File: src/rtl/arbiter_rr_wormhole_pkg.sv
// rtl/arbiter_rr_wormhole_pkg.sv - port indices, port count and FSM state codes for the wormhole arbiter
package arbiter_rr_wormhole_pkg;

  localparam int NUM_PORTS = 7;

  localparam logic [2:0] IDX_IP = 3'd0;
  localparam logic [2:0] IDX_W  = 3'd1;
  localparam logic [2:0] IDX_E  = 3'd2;
  localparam logic [2:0] IDX_S  = 3'd3;
  localparam logic [2:0] IDX_N  = 3'd4;
  localparam logic [2:0] IDX_D  = 3'd5;
  localparam logic [2:0] IDX_U  = 3'd6;

  localparam logic [0:0] ARB_ST_IDLE   = 1'b0;
  localparam logic [0:0] ARB_ST_LOCKED = 1'b1;

  // Pointer advance after a release: the port after the winner, U wrapping to IP.
  function automatic logic [2:0] rr_next(input logic [2:0] g);
    return (g >= IDX_U) ? IDX_IP : g + 3'd1;
  endfunction

endpackage

File: src/rtl/arbiter_rr_wormhole_rr_pick.sv
// rtl/arbiter_rr_wormhole_rr_pick.sv - combinational round-robin pick over 7 requesters
module rr_pick_7
  import arbiter_rr_wormhole_pkg::*;
(
  input  logic [6:0] eligible_i,
  input  logic [2:0] rr_ptr_i,
  output logic [6:0] onehot_o,
  output logic [2:0] idx_o,
  output logic       any_o
);

  logic [2:0] start;
  logic [3:0] sum;
  logic [2:0] pos;

  always_comb begin
    onehot_o = '0;
    idx_o    = IDX_IP;
    any_o    = 1'b0;
    sum      = '0;
    pos      = '0;
    // Pointer value 7 cannot be produced, but is folded onto IP if it ever appears.
    start    = (rr_ptr_i > IDX_U) ? IDX_IP : rr_ptr_i;
    for (int k = 0; k < 7; k++) begin
      sum = {1'b0, start} + 4'(k);
      pos = (sum >= 4'd7) ? 3'(sum - 4'd7) : sum[2:0];
      if (!any_o && eligible_i[pos]) begin
        any_o         = 1'b1;
        idx_o         = pos;
        onehot_o[pos] = 1'b1;
      end
    end
  end

endmodule

File: src/rtl/arbiter_rr_wormhole.sv
// rtl/arbiter_rr_wormhole.sv - 7-port round-robin output arbiter holding grant for a wormhole packet
// Optional lock timeout enabled by defining ARB_LOCK_TIMEOUT_EN.
module arbiter_rr_wormhole
  import arbiter_rr_wormhole_pkg::*;
#(
  parameter int NUM_PORTS      = 7,
  parameter int TIMEOUT_CYCLES = 255
) (
  input  logic                           clk,
  input  logic                           rst_n,
  input  logic [NUM_PORTS-1:0]           reqs,
  input  logic [NUM_PORTS-1:0]           fifo_available,
  input  logic [NUM_PORTS*NUM_PORTS-1:0] route_req,
  input  logic                           flit_fire,
  input  logic                           tail_fire,
  output logic [NUM_PORTS-1:0]           grants,
  output logic [NUM_PORTS-1:0]           forwards,
  output logic                           locked,
  output logic                           timeout_o
);

  logic [0:0] state_q, state_d;
  logic [6:0] grants_q, grants_d;
  logic [6:0] fwd_q, fwd_d;
  logic [2:0] ptr_q, ptr_d;
  logic [2:0] gidx_q, gidx_d;

  logic [6:0] eligible;
  logic [6:0] pick_onehot;
  logic [2:0] pick_idx;
  logic       pick_any;
  logic [6:0] pick_route;
  logic       force_rel;
  logic       release_now;

  always_comb begin
    eligible   = '0;
    pick_route = '0;
    for (int i = 0; i < 7; i++) begin
      eligible[i] = reqs[i] & (|(route_req[7*i +: 7] & fifo_available));
      if (pick_onehot[i]) begin
        pick_route = pick_route | route_req[7*i +: 7];
      end
    end
  end

  rr_pick_7 u_pick (
    .eligible_i (eligible),
    .rr_ptr_i   (ptr_q),
    .onehot_o   (pick_onehot),
    .idx_o      (pick_idx),
    .any_o      (pick_any)
  );

  assign release_now = (state_q == ARB_ST_LOCKED) &&
                       ((flit_fire && tail_fire) || force_rel);

  always_comb begin
    state_d  = state_q;
    grants_d = grants_q;
    fwd_d    = fwd_q;
    ptr_d    = ptr_q;
    gidx_d   = gidx_q;
    if (state_q == ARB_ST_IDLE) begin
      if (pick_any) begin
        grants_d = pick_onehot;
        fwd_d    = pick_route & fifo_available;
        gidx_d   = pick_idx;
        state_d  = ARB_ST_LOCKED;
      end
    end else if (release_now) begin
      // Release cycle never re-arbitrates, leaving one idle cycle between packets.
      grants_d = '0;
      fwd_d    = '0;
      ptr_d    = rr_next(gidx_q);
      state_d  = ARB_ST_IDLE;
    end
  end

  always_ff @(posedge clk or negedge rst_n) begin
    if (!rst_n) begin
      state_q  <= ARB_ST_IDLE;
      grants_q <= '0;
      fwd_q    <= '0;
      ptr_q    <= IDX_IP;
      gidx_q   <= IDX_IP;
    end else begin
      state_q  <= state_d;
      grants_q <= grants_d;
      fwd_q    <= fwd_d;
      ptr_q    <= ptr_d;
      gidx_q   <= gidx_d;
    end
  end

`ifdef ARB_LOCK_TIMEOUT_EN
  localparam logic [7:0] TO_LIMIT = 8'(TIMEOUT_CYCLES);

  logic [7:0] to_cnt_q;
  logic       timeout_q;

  // The pulse is raised as the counter reaches the limit; the release follows one edge later.
  always_ff @(posedge clk or negedge rst_n) begin
    if (!rst_n) begin
      to_cnt_q  <= '0;
      timeout_q <= 1'b0;
    end else begin
      if ((state_q == ARB_ST_IDLE) || flit_fire || release_now) begin
        to_cnt_q <= '0;
      end else begin
        to_cnt_q <= to_cnt_q + 8'd1;
      end
      timeout_q <= (state_q == ARB_ST_LOCKED) && !flit_fire &&
                   (to_cnt_q == TO_LIMIT - 8'd1);
    end
  end

  assign force_rel = (state_q == ARB_ST_LOCKED) && (to_cnt_q == TO_LIMIT);
  assign timeout_o = timeout_q;
`else
  assign force_rel = 1'b0;
  assign timeout_o = 1'b0;
`endif

  assign grants   = grants_q;
  assign forwards = fwd_q;
  assign locked   = state_q[0];

endmodule

File: config.mk
export PLATFORM = sky130hd
export DESIGN_NAME = arbiter_rr_wormhole
export DESIGN_NICKNAME = d
export VERILOG_FILES = /design/src/rtl/arbiter_rr_wormhole_pkg.sv /design/src/rtl/arbiter_rr_wormhole_rr_pick.sv /design/src/rtl/arbiter_rr_wormhole.sv
export SDC_FILE = /design/constraint.sdc
export NUM_CORES = 1
export LEC_CHECK = 0
export CAP_MARGIN = 5
export CORE_ASPECT_RATIO = 0.5
export CORE_MARGIN = 1.5
export CORE_UTILIZATION = 45
export CTS_CLUSTER_DIAMETER = 40
export DETAILED_ROUTE_END_ITERATION = 16
export MAX_ROUTING_LAYER = met4
export PLACE_DENSITY = 0.72
export SLEW_MARGIN = 10
export SYNTH_ARGS = -nofsm -noshare
export SYNTH_HDL_FRONTEND = slang
export SYNTH_SLANG_ARGS = --single-unit
File: constraint.sdc
create_clock -name clk -period 5.75 [get_ports clk]
set_input_delay 1.725 -clock clk [delete_from_list [all_inputs] [get_ports clk]]
set_output_delay 1.725 -clock clk [all_outputs]
set_load 0.03 [all_outputs]
# After elaboration in Yosys (flattened, before gate mapping)

Cells that the tools add are included.

Register bits: 21
Bits of input ports: 67
Output and inout bits: 16
Logic and storage cells: 176

Add/subtract/negate cells: 14
Order comparisons: 23
Equal/unequal tests: 1
Multiplexer cells: 73
Bitwise logic cells: 28
Reductions and logical operators: 32

Operator list:

| operator                                                                            | number |
|---|---|
| 7-bit two-way mux                                                                   | 19 |
| 7-bit OR                                                                            | 12 |
| 7-bit bitwise AND                                                                   | 8 |
| 7-bit OR reduction                                                                  | 7 |
| 3-bit two-way mux                                                                   | 16 |
| 3-bit by 4-bit less-than comparator with 1-bit output, second input constant        | 7 |
| 4-bit by 3-bit greater-or-equal comparator with 1-bit output, second input constant | 6 |
| 1-bit two-way mux                                                                   | 24 |
| 1-bit binary-select mux with 3-bit select                                           | 7 |
| 1-bit demux with 3-bit select                                                       | 7 |
| 3-bit by 1-bit greater-or-equal comparator with 1-bit output, second input constant | 7 |
| 3-bit subtractor, second input constant                                             | 7 |
| 1-bit logical AND                                                                   | 15 |
| 3-bit by 3-bit adder with 4-bit output, second input constant                       | 3 |
| 3-bit by 2-bit adder with 4-bit output, second input constant                       | 2 |
| 1-bit bitwise AND                                                                   | 7 |
| 3-bit greater-or-equal comparator, second input constant                            | 2 |
| 1-bit zero test                                                                     | 6 |
| 2-bit AND reduction                                                                 | 3 |
| 3-bit by 1-bit adder with 4-bit output, second input constant                       | 1 |
| 3-bit by 1-bit adder with 3-bit output, second input constant                       | 1 |
| 3-bit greater-than comparator, second input constant                                | 1 |
| 2-bit by 1-bit inequality test with 1-bit output, second input constant             | 1 |
| 2-bit nonzero test                                                                  | 1 |
| 1-bit inverter                                                                      | 1 |

# Longest topological paths before layout

Gate-level depths: netlist (run 1).

Depth in word-level cells: 41
Mapped depth: 22

# Modules after synthesis

From an unflattened synthesis (run 1), not the netlist that was laid out.

Cell total of the unflattened synthesis: 466
Area total of the unflattened synthesis: 3437.0 um^2

Modules (own cells, without submodules):

| module              | times used | cells each | area each (um^2) |
|---|---|---|---|
| rr_pick_7           | 1          | 311        | 2050.7 |
| arbiter_rr_wormhole | 1          | 155        | 1386.3 |

# Worst setup path after synthesis (run 1)

Ideal clock, no wire load.

Path type: input -> register
Start point: input fifo_available[1]
End point: register fwd_q[0] (netlist: forwards[0])
Library setup time: 0.136 ns
Arrival: 4.325 ns
Required time: 5.614 ns
Slack: 1.289 ns
Cell stages on the path: 13
Path buffers: 2
Path through: buf_2 -> a222oi_1 -> a31o_2 -> or4_1 -> o21ai_0 -> nor4_4 -> and2_4 -> nand3_2 -> a2bb2o_4 -> or4b_1 -> buf_2 -> a22oi_1 -> a31oi_1

Word-level cells in the longest chain between the ends: 40
Elaborated cells between the ends (all ways): 85
Classes of those cells: mux (37); bitwise (27); reduce/logical (21)

RTL lines:

| element                                   | line                              | RTL |
|---|---|---|
| start: declaration                        | arbiter_rr_wormhole.sv:12         | `input logic [NUM_PORTS-1:0] fifo_available,` |
| 7-bit bitwise AND                         | arbiter_rr_wormhole.sv:40         | `eligible[i] = reqs[i] & (\|(route_req[7*i +: 7] & fifo_available));` |
| 7-bit OR reduction                        | arbiter_rr_wormhole.sv:40         |  |
| 1-bit bitwise AND                         | arbiter_rr_wormhole.sv:40         |  |
| 1-bit binary-select mux with 3-bit select | arbiter_rr_wormhole_rr_pick.sv:27 | `if (!any_o && eligible_i[pos]) begin` |
| 1-bit two-way mux (not written as such)   | arbiter_rr_wormhole_rr_pick.sv:27 |  |
| 1-bit two-way mux                         | arbiter_rr_wormhole_rr_pick.sv:27 |  |
| 1-bit zero test                           | arbiter_rr_wormhole_rr_pick.sv:27 |  |
| 1-bit logical AND                         | arbiter_rr_wormhole_rr_pick.sv:27 |  |
| [... 24 more ...]                         | --                                |  |
| 7-bit two-way mux                         | arbiter_rr_wormhole.sv:41         | `if (pick_onehot[i]) begin` |
| 7-bit OR                                  | arbiter_rr_wormhole.sv:42         | `pick_route = pick_route \| route_req[7*i +: 7];` |
| 7-bit two-way mux                         | arbiter_rr_wormhole.sv:41         |  |
| 7-bit OR                                  | arbiter_rr_wormhole.sv:42         |  |
| 7-bit two-way mux                         | arbiter_rr_wormhole.sv:41         |  |
| 7-bit bitwise AND                         | arbiter_rr_wormhole.sv:67         | `fwd_d = pick_route & fifo_available;` |
| 7-bit two-way mux                         | arbiter_rr_wormhole.sv:65         | `if (pick_any) begin` |
| 7-bit two-way mux                         | arbiter_rr_wormhole.sv:64         | `if (state_q == ARB_ST_IDLE) begin` |
| end signal: assignment                    | arbiter_rr_wormhole.sv:90         | `fwd_q <= fwd_d;` |
| end: declaration                          | arbiter_rr_wormhole.sv:24         | `logic [6:0] fwd_q, fwd_d;` |

Several ways; a longest one is shown, not always the timed one. The select of a mux whose other input is x is not followed.
A chain may end at the register's enable or synchronous reset.

# Worst setup path after layout (run 1)

Start point: input fifo_available[1]
End point: register fwd_q[5] (netlist: forwards[5])

The elaborated chain is that of the path after synthesis.

==> results of run 1 <==
==> synthesized netlist by cell type (all sizes together), types with 8 or more instances <==
cell type / number
a221oi: 8
mux2i: 13
nor2: 37
a31oi: 19
inv: 28
dfrtp: 21
nand2b: 8
nand3: 23
ha: 10
nand2: 61
o21ai: 31
nor3: 16
a22oi: 28
buf: 19
a21oi: 27
==> registers in the layout (all words and copies together), names as in the netlist <==
signal    cells
forwards      7
grants        7
gidx_q        3
ptr_q         3
locked        1
==> worst register-to-register path: stages (launching register included) <==
cell and delay (ps):
dfrtp_1 420, ha_1 330, a21boi_1 200, buf_4 160, nor2_1 60, nand2_1 120
inv_1 50, ha_1 300, inv_1 70, a21oi_1 270, nor2_1 140, nor4_1 640
nor4_4 180, o211ai_2 280, nor2_4 160, a2bb2o_4 230, or4b_1 670, a22oi_1 240
a31oi_1 130
==> metrics by stage <==
step	util (%)	area, um2	setup slack [ps]
after floorplan	-	3420	1290
after global placement	59.8	4390	181
after detailed placement	59.8	4390	70.2
after CTS	60.9	4470	296
after global routing	60.9	4480	16.7
final	60.9	4480	193
==> routing by layer <==
layer / up-vias / track usage, % / part of all wire (%)
met5: - / - / 0
met4: 0 / 7.04 / 1.9
met3: 31 / 2.89 / 10
met1: 2068 / 47.8 / 44
met2: 279 / 51.2 / 44
li1: 1972 / - / -
==> area by class of cell <==
| class | count | area, um2 | share of cell area [%] |
|---|---|---|---|
| clock buffer | 4 | 78.8 | 1.76 |
| sequential | 21 | 526 | 11.7 |
| inverter | 28 | 105 | 2.35 |
| tap | 96 | 120 | 2.68 |
| timing repair buffer | 105 | 1000 | 22.4 |
| multi-input combinational | 392 | 2650 | 59.1 |
==> path summary, 6_finish.rpt <==
kind	from	to	slack, ps	cells after the start
worst max-delay path	fifo_available[1]	forwards[5]	190	12
worst min-delay path	grants[0]	grants[0]	520	2
worst max register to register	ptr_q[1]	forwards[5]	960	18
worst min register to register	grants[0]	grants[0]	520	2
max in group asynchronous	rst_n	forwards[3]	3160	1
min in group asynchronous	rst_n	grants[1]	2000	1
==> power groups by stage <==
stage / clock network, mW / logic, mW / registers, mW
final: 0.148 / 2.75 / 0.256
after detailed placement: 0 / 2.64 / 0.256
after floorplan: 0 / 1.82 / 0.327
after global placement: 0 / 2.66 / 0.256
after CTS: 0.149 / 2.65 / 0.255
after global routing: 0.159 / 2.95 / 0.264
==> cells by family after synthesis <==
family	count (synthesis)
DFF	21
xor gates and xnor gates	5
adders and majority gates	10
muxes	15
buffers and inverters	54
other	1
and+or+nand+nor	186
AOI/OAI and AO/OA	175
==> flow_metrics.env, run 1 <==
export IMPL_detail_route_drc_violations=0
export IMPL_p_leak_nw=1.77
export IMPL_timing_worst_slew_pin_value_ps=958
export IMPL_critPathMaxStageDelay_ps=550
export IMPL_netlist_area_mm2=0.00342
export IMPL_post_synth_and_or_nand_nor_area_fraction_pct=28.6
export IMPL_synth_seq_cells=21
export IMPL_synth_area_leaders="dfrtp_1 15%, nand2_1 6.6%, a22oi_1 6.1%, o21ai_0 4.0%, nor2_1 3.8%"
export IMPL_timing_hold_violations_final=0
export IMPL_root_buffer="clkbuf_16"
export IMPL_layout_drive_gt1_share_pct=11.8
export IMPL_total_clock_sinks=21
export IMPL_setup_tns_ps=0
export IMPL_cts_hold_fix_buffers=0
export IMPL_dieWidth_um=126
export IMPL_route_detailed_wl_per_inst_um=20.7
export IMPL_synth_xor_xnor_area_share_pct=1.50
export IMPL_ctsLongestPathBuffers=2
export IMPL_most_common_layout_cells="81 x clkdlybuf4s50_1, 60 x nand2_1, 35 x nor2_1"
export IMPL_max_vdd_ir_drop_mv=0.296
export IMPL_synth_compound_area_share_pct=38.6
export IMPL_max_cap_violations=0
export IMPL_grt_overflow_total=0
export IMPL_route_detailed_vias_per_inst=6.73
export IMPL_drt_pass1_iterations=8
export IMPL_placeableCoreArea_mm2=0.00735
export IMPL_mostFrequentLayoutCell="clkdlybuf4s50_1"
export IMPL_synth_avg_cell_area_um2=7.33
export IMPL_synth_net_count=544
export IMPL_die_h_um=64.7
export IMPL_seqPwrFrac_pct=8.1
export IMPL_drt_wl_total_mm=13.4
export IMPL_crit_end_category="flip-flop"
export IMPL_share_clk_of_total_power_pct=4.7
export IMPL_yosys_area_share_adder_pct=3.66
export IMPL_detailedRoute_firstIterationViolations=772
export IMPL_post_synth_inst_count=467
export IMPL_ys_warn_count=0
export IMPL_antenna_left=0
export IMPL_hold_path_class="reg -> reg"
export IMPL_num_fill_cells=674
export IMPL_timing_final_crit_share_pct=96.7
export IMPL_critPathMaxFanout=9
export IMPL_critical_path_slowest_cell="clkdlybuf4s50_1"
export IMPL_dieArea_mm2=0.00817
export IMPL_clock_skew_ps=3.48
export IMPL_cts_inserted_buffers=3
export IMPL_number_of_synthesized_flops_with_an_enable_pin=0
export IMPL_combinational_family_with_the_most_area_after_synthesis="compound AO/OA/AOI/OAI gates"
export IMPL_critPathArrivalTime_ps=5720
export IMPL_async_sr_flop_fraction_pct=100
export IMPL_clk_pin_slew_worst_paths_ps=60
export IMPL_top_level_ports=83
export IMPL_final_cell_count_no_fill=646
export IMPL_hpwlAfterDp_mm=10.6
export IMPL_power_density_mw_per_mm2=704
export IMPL_crit_chain="clkdlybuf4s50_1, a222oi_1, a31oi_2, mux2i_1, o21ai_0, nor4_4, o211ai_2, nor3b_4, nand4b_1, nand3_1, a22oi_1, a31oi_1"
export IMPL_synth_lib_cells_used_distinct=83
export IMPL_area_delta_synth_final_pct=30.9
export IMPL_netlist_area_leader_share_pct=15.4
export IMPL_number_of_resized_instances_in_the_post_cts_repair_step=0
export IMPL_power_switching_mw=1.86
export IMPL_core_rowCount=22
export IMPL_dp_cells=642
export IMPL_grt_max_degree=38
export IMPL_start_util_pct=46.5
export IMPL_grt_pass1_vias=3843
export IMPL_cts_tree="yes"
export IMPL_antenna_cells_inserted=0
export IMPL_global_route_wire_length_before_repair_mm=20.8
export IMPL_maxClockFrequency_ghz=0.180
export IMPL_initial_antenna_violation_count=0
export IMPL_count_of_buffer_and_inverter_cells_on_the_critical_path=1
export IMPL_timing_setup_critical_path_class="in -> reg"
export IMPL_netSwitchingFraction_pct=58.9
export IMPL_total_power_mw=3.15
export IMPL_p_comb_share_pct=87.2
export IMPL_gpl_final_weighted_congestion=0.963
export IMPL_crit_required_ps=5920
export IMPL_finalNetCount=628
export IMPL_routed_via_count=4350
export IMPL_ctsHtreeMaxLevel=1
export IMPL_global_route_usage_total_pct=33.3
export IMPL_synth_top_area_cell="dfrtp_1"
export IMPL_path_delay_family="compound AO/OA/AOI/OAI gates"
export IMPL_multiplexer_area_fraction_after_synthesis_pct=4.79
export IMPL_slew_limit_headroom_pct=35.9
export IMPL_slew_viol_final=0
export IMPL_status="finished, final reports clean"
export IMPL_worstSkewPairLatency_ps=260
export IMPL_rsz0062_at_grt="no"
export IMPL_cts_setup_buffers=0
export IMPL_timing_critical_path_from_type="input pin"
export IMPL_ys_seq_area_share_pct=15.4
export IMPL_final_setup_viol_count=0
export IMPL_cellInternalPower_mw=1.29
export IMPL_buffer_ports_inserted=81
export IMPL_fin_worst_hold_slack_ps=525
export IMPL_ys_dominant_reg_cell="dfrtp_1"
export IMPL_final_period_minus_worst_setup_slack_ps=5560
Power figures use the tool's default switching activity.
==> run 2, diff against run 1 <==
--- a/config.mk
+++ b/config.mk
@@ -6,13 +6,13 @@
 export NUM_CORES = 1
 export LEC_CHECK = 0
 export CAP_MARGIN = 5
-export CORE_ASPECT_RATIO = 0.5
+export CORE_ASPECT_RATIO = 0.8
 export CORE_MARGIN = 1.5
-export CORE_UTILIZATION = 45
+export CORE_UTILIZATION = 51
 export CTS_CLUSTER_DIAMETER = 40
 export DETAILED_ROUTE_END_ITERATION = 16
 export MAX_ROUTING_LAYER = met4
-export PLACE_DENSITY = 0.72
+export PLACE_DENSITY = 0.8
 export SLEW_MARGIN = 10
 export SYNTH_ARGS = -nofsm -noshare
 export SYNTH_HDL_FRONTEND = slang
==> run 2 against run 1 <==
Non-clock buffer count increased by 16. Largest cell class unchanged. Global-route usage increased by 8.5 points. Power increased by 6.0%.
==> flow_metrics.env, run 2 (synthesized netlist as in run 1, its figures left out) <==
export IMPL_clk_pin_slew_worst_paths_ps=90
export IMPL_clock_skew_ps=13.5
export IMPL_worst_r2r_cell_count=16
export IMPL_critPathArrivalTime_ps=5610
export IMPL_start_util_pct=53.1
export IMPL_dieArea_mm2=0.00721
export IMPL_total_power_mw=3.34
export IMPL_ctsHtreeMaxLevel=1
export IMPL_grt_overflow_total=0
export IMPL_num_fill_cells=532
export IMPL_most_common_layout_cells="81 x clkdlybuf4s50_1, 60 x nand2_1, 39 x buf_4"
export IMPL_timing_setup_critical_path_class="in -> reg"
export IMPL_finalNetCount=644
export IMPL_dieWidth_um=94.6
export IMPL_grt_pass1_vias=4279
export IMPL_max_vdd_ir_drop_mv=0.619
export IMPL_slew_limit_headroom_pct=35.1
export IMPL_detail_route_drc_violations=0
export IMPL_total_clock_sinks=21
export IMPL_status="finished, final reports clean"
export IMPL_antenna_left=0
export IMPL_setup_tns_ps=0
export IMPL_layout_drive_gt1_share_pct=14.5
export IMPL_maxClockFrequency_ghz=0.183
export IMPL_timing_worst_slew_pin_value_ps=970
export IMPL_hold_path_class="reg -> reg"
export IMPL_core_rowCount=26
export IMPL_p_leak_nw=1.83
export IMPL_min_delay_path_depth=2
export IMPL_routed_via_count=4550
export IMPL_cts_inserted_buffers=3
export IMPL_final_period_minus_worst_setup_slack_ps=5460
export IMPL_worstSkewPairLatency_ps=270
export IMPL_top_level_ports=83
export IMPL_setup_reg_to_reg_worst_slack_ps=710
export IMPL_ctsLongestPathBuffers=2
export IMPL_drt_wl_total_mm=14.8
export IMPL_cts_tree="yes"
export IMPL_power_density_mw_per_mm2=734
export IMPL_root_buffer="clkbuf_8"
export IMPL_placeableCoreArea_mm2=0.00644
export IMPL_route_detailed_vias_per_inst=6.99
export IMPL_hpwlAfterDp_mm=11.7
export IMPL_die_h_um=76.3
export IMPL_buffer_ports_inserted=81
export IMPL_detailedRoute_firstIterationViolations=754
export IMPL_crit_end_category="flip-flop"
export IMPL_critPathMaxFanout=8
export IMPL_crit_required_ps=5900
export IMPL_max_cap_violations=0
export IMPL_timing_critical_path_from_type="input pin"
export IMPL_gpl_final_weighted_congestion=1.10
export IMPL_timing_final_crit_share_pct=94.9
export IMPL_initial_antenna_violation_count=1
export IMPL_mostFrequentLayoutCell="clkdlybuf4s50_1"
export IMPL_cts_hold_fix_buffers=0
export IMPL_global_route_usage_total_pct=41.8
export IMPL_rsz0062_at_grt="no"
export IMPL_grt_max_degree=27
export IMPL_final_setup_viol_count=0
export IMPL_route_detailed_wl_per_inst_um=22.7
export IMPL_drt_pass1_iterations=7
export IMPL_slew_viol_final=0
export IMPL_area_delta_synth_final_pct=33.0
export IMPL_timing_hold_violations_final=0
export IMPL_cts_setup_buffers=0
export IMPL_global_route_wire_length_before_repair_mm=22.8
export IMPL_number_of_resized_instances_in_the_post_cts_repair_step=0
==> run 2: cell types whose count changed in the layout (fill, tap and decap cells not counted), sizes merged <==
cell | before | now
clkinvlp | 0 | 1
diode | 0 | 1
clkbuf | 4 | 3
buf | 24 | 40
==> run 2: stage by stage <==
stage          hold WS (ps)  instances  instance area [um2]  setup WS (ps)  utilization [%]
2_1_floorplan           486        467                 3420           1290                -
3_3_place_gp            514        646                 4500            252             69.9
3_5_place_dp            526        646                 4500            238             69.9
4_1_cts                 537        650                 4550            502             70.6
5_1_grt                 572        651                 4550            116             70.6
6_report                536        651                 4550            291             70.6
==> run 2: path summary, 6_finish.rpt <==
path                               endpoint         startpoint
worst min register to register    grants[0]          grants[0]
worst max register to register  forwards[0]           ptr_q[1]
max in group asynchronous         grants[5]              rst_n
worst max-delay path            forwards[3]  fifo_available[0]
min in group asynchronous       forwards[6]              rst_n
worst min-delay path              grants[0]          grants[0]
==> run 2: where the power goes <==
group / internal, mW / leakage (nW) / switching [mW] / total (mW)
logic: 1.12 / 1.54 / 1.85 / 2.97
clock network: 0.0490 / 0.0217 / 0.0542 / 0.103
registers: 0.208 / 0.269 / 0.0559 / 0.264
total: 1.38 / 1.83 / 1.96 / 3.34
==> run 2: final cells by class <==
cell class,count,area [um2],area share [%]
Multi-Input combinational cell,392,2640,58.0
Timing Repair Buffer,121,1120,24.7
Sequential cell,21,526,11.5
Inverter,28,105,2.31
Tap cell,84,105,2.31
Clock buffer,3,41.3,0.907
Clock inverter,1,7.51,0.165
Antenna cell,1,2.50,0.0550
==> run 2: layer usage <==
layer	share of wire (%)	global-route usage, %
met4	2.8	10.7
met5	0	-
met3	16	13.1
met1	40	57.4
met2	41	59.2
==> run 2: critical path: stages <==
cell and delay [ps]:
clkdlybuf4s50_1 700, a222oi_1 220, nand3_1 120, nand2_1 140, nor4_1 830, nor4_4 110
buf_4 200, and2_4 150, a41oi_1 340, o211ai_2 170, a21o_4 270, a221oi_1 370
buf_4 180, a31oi_1 70
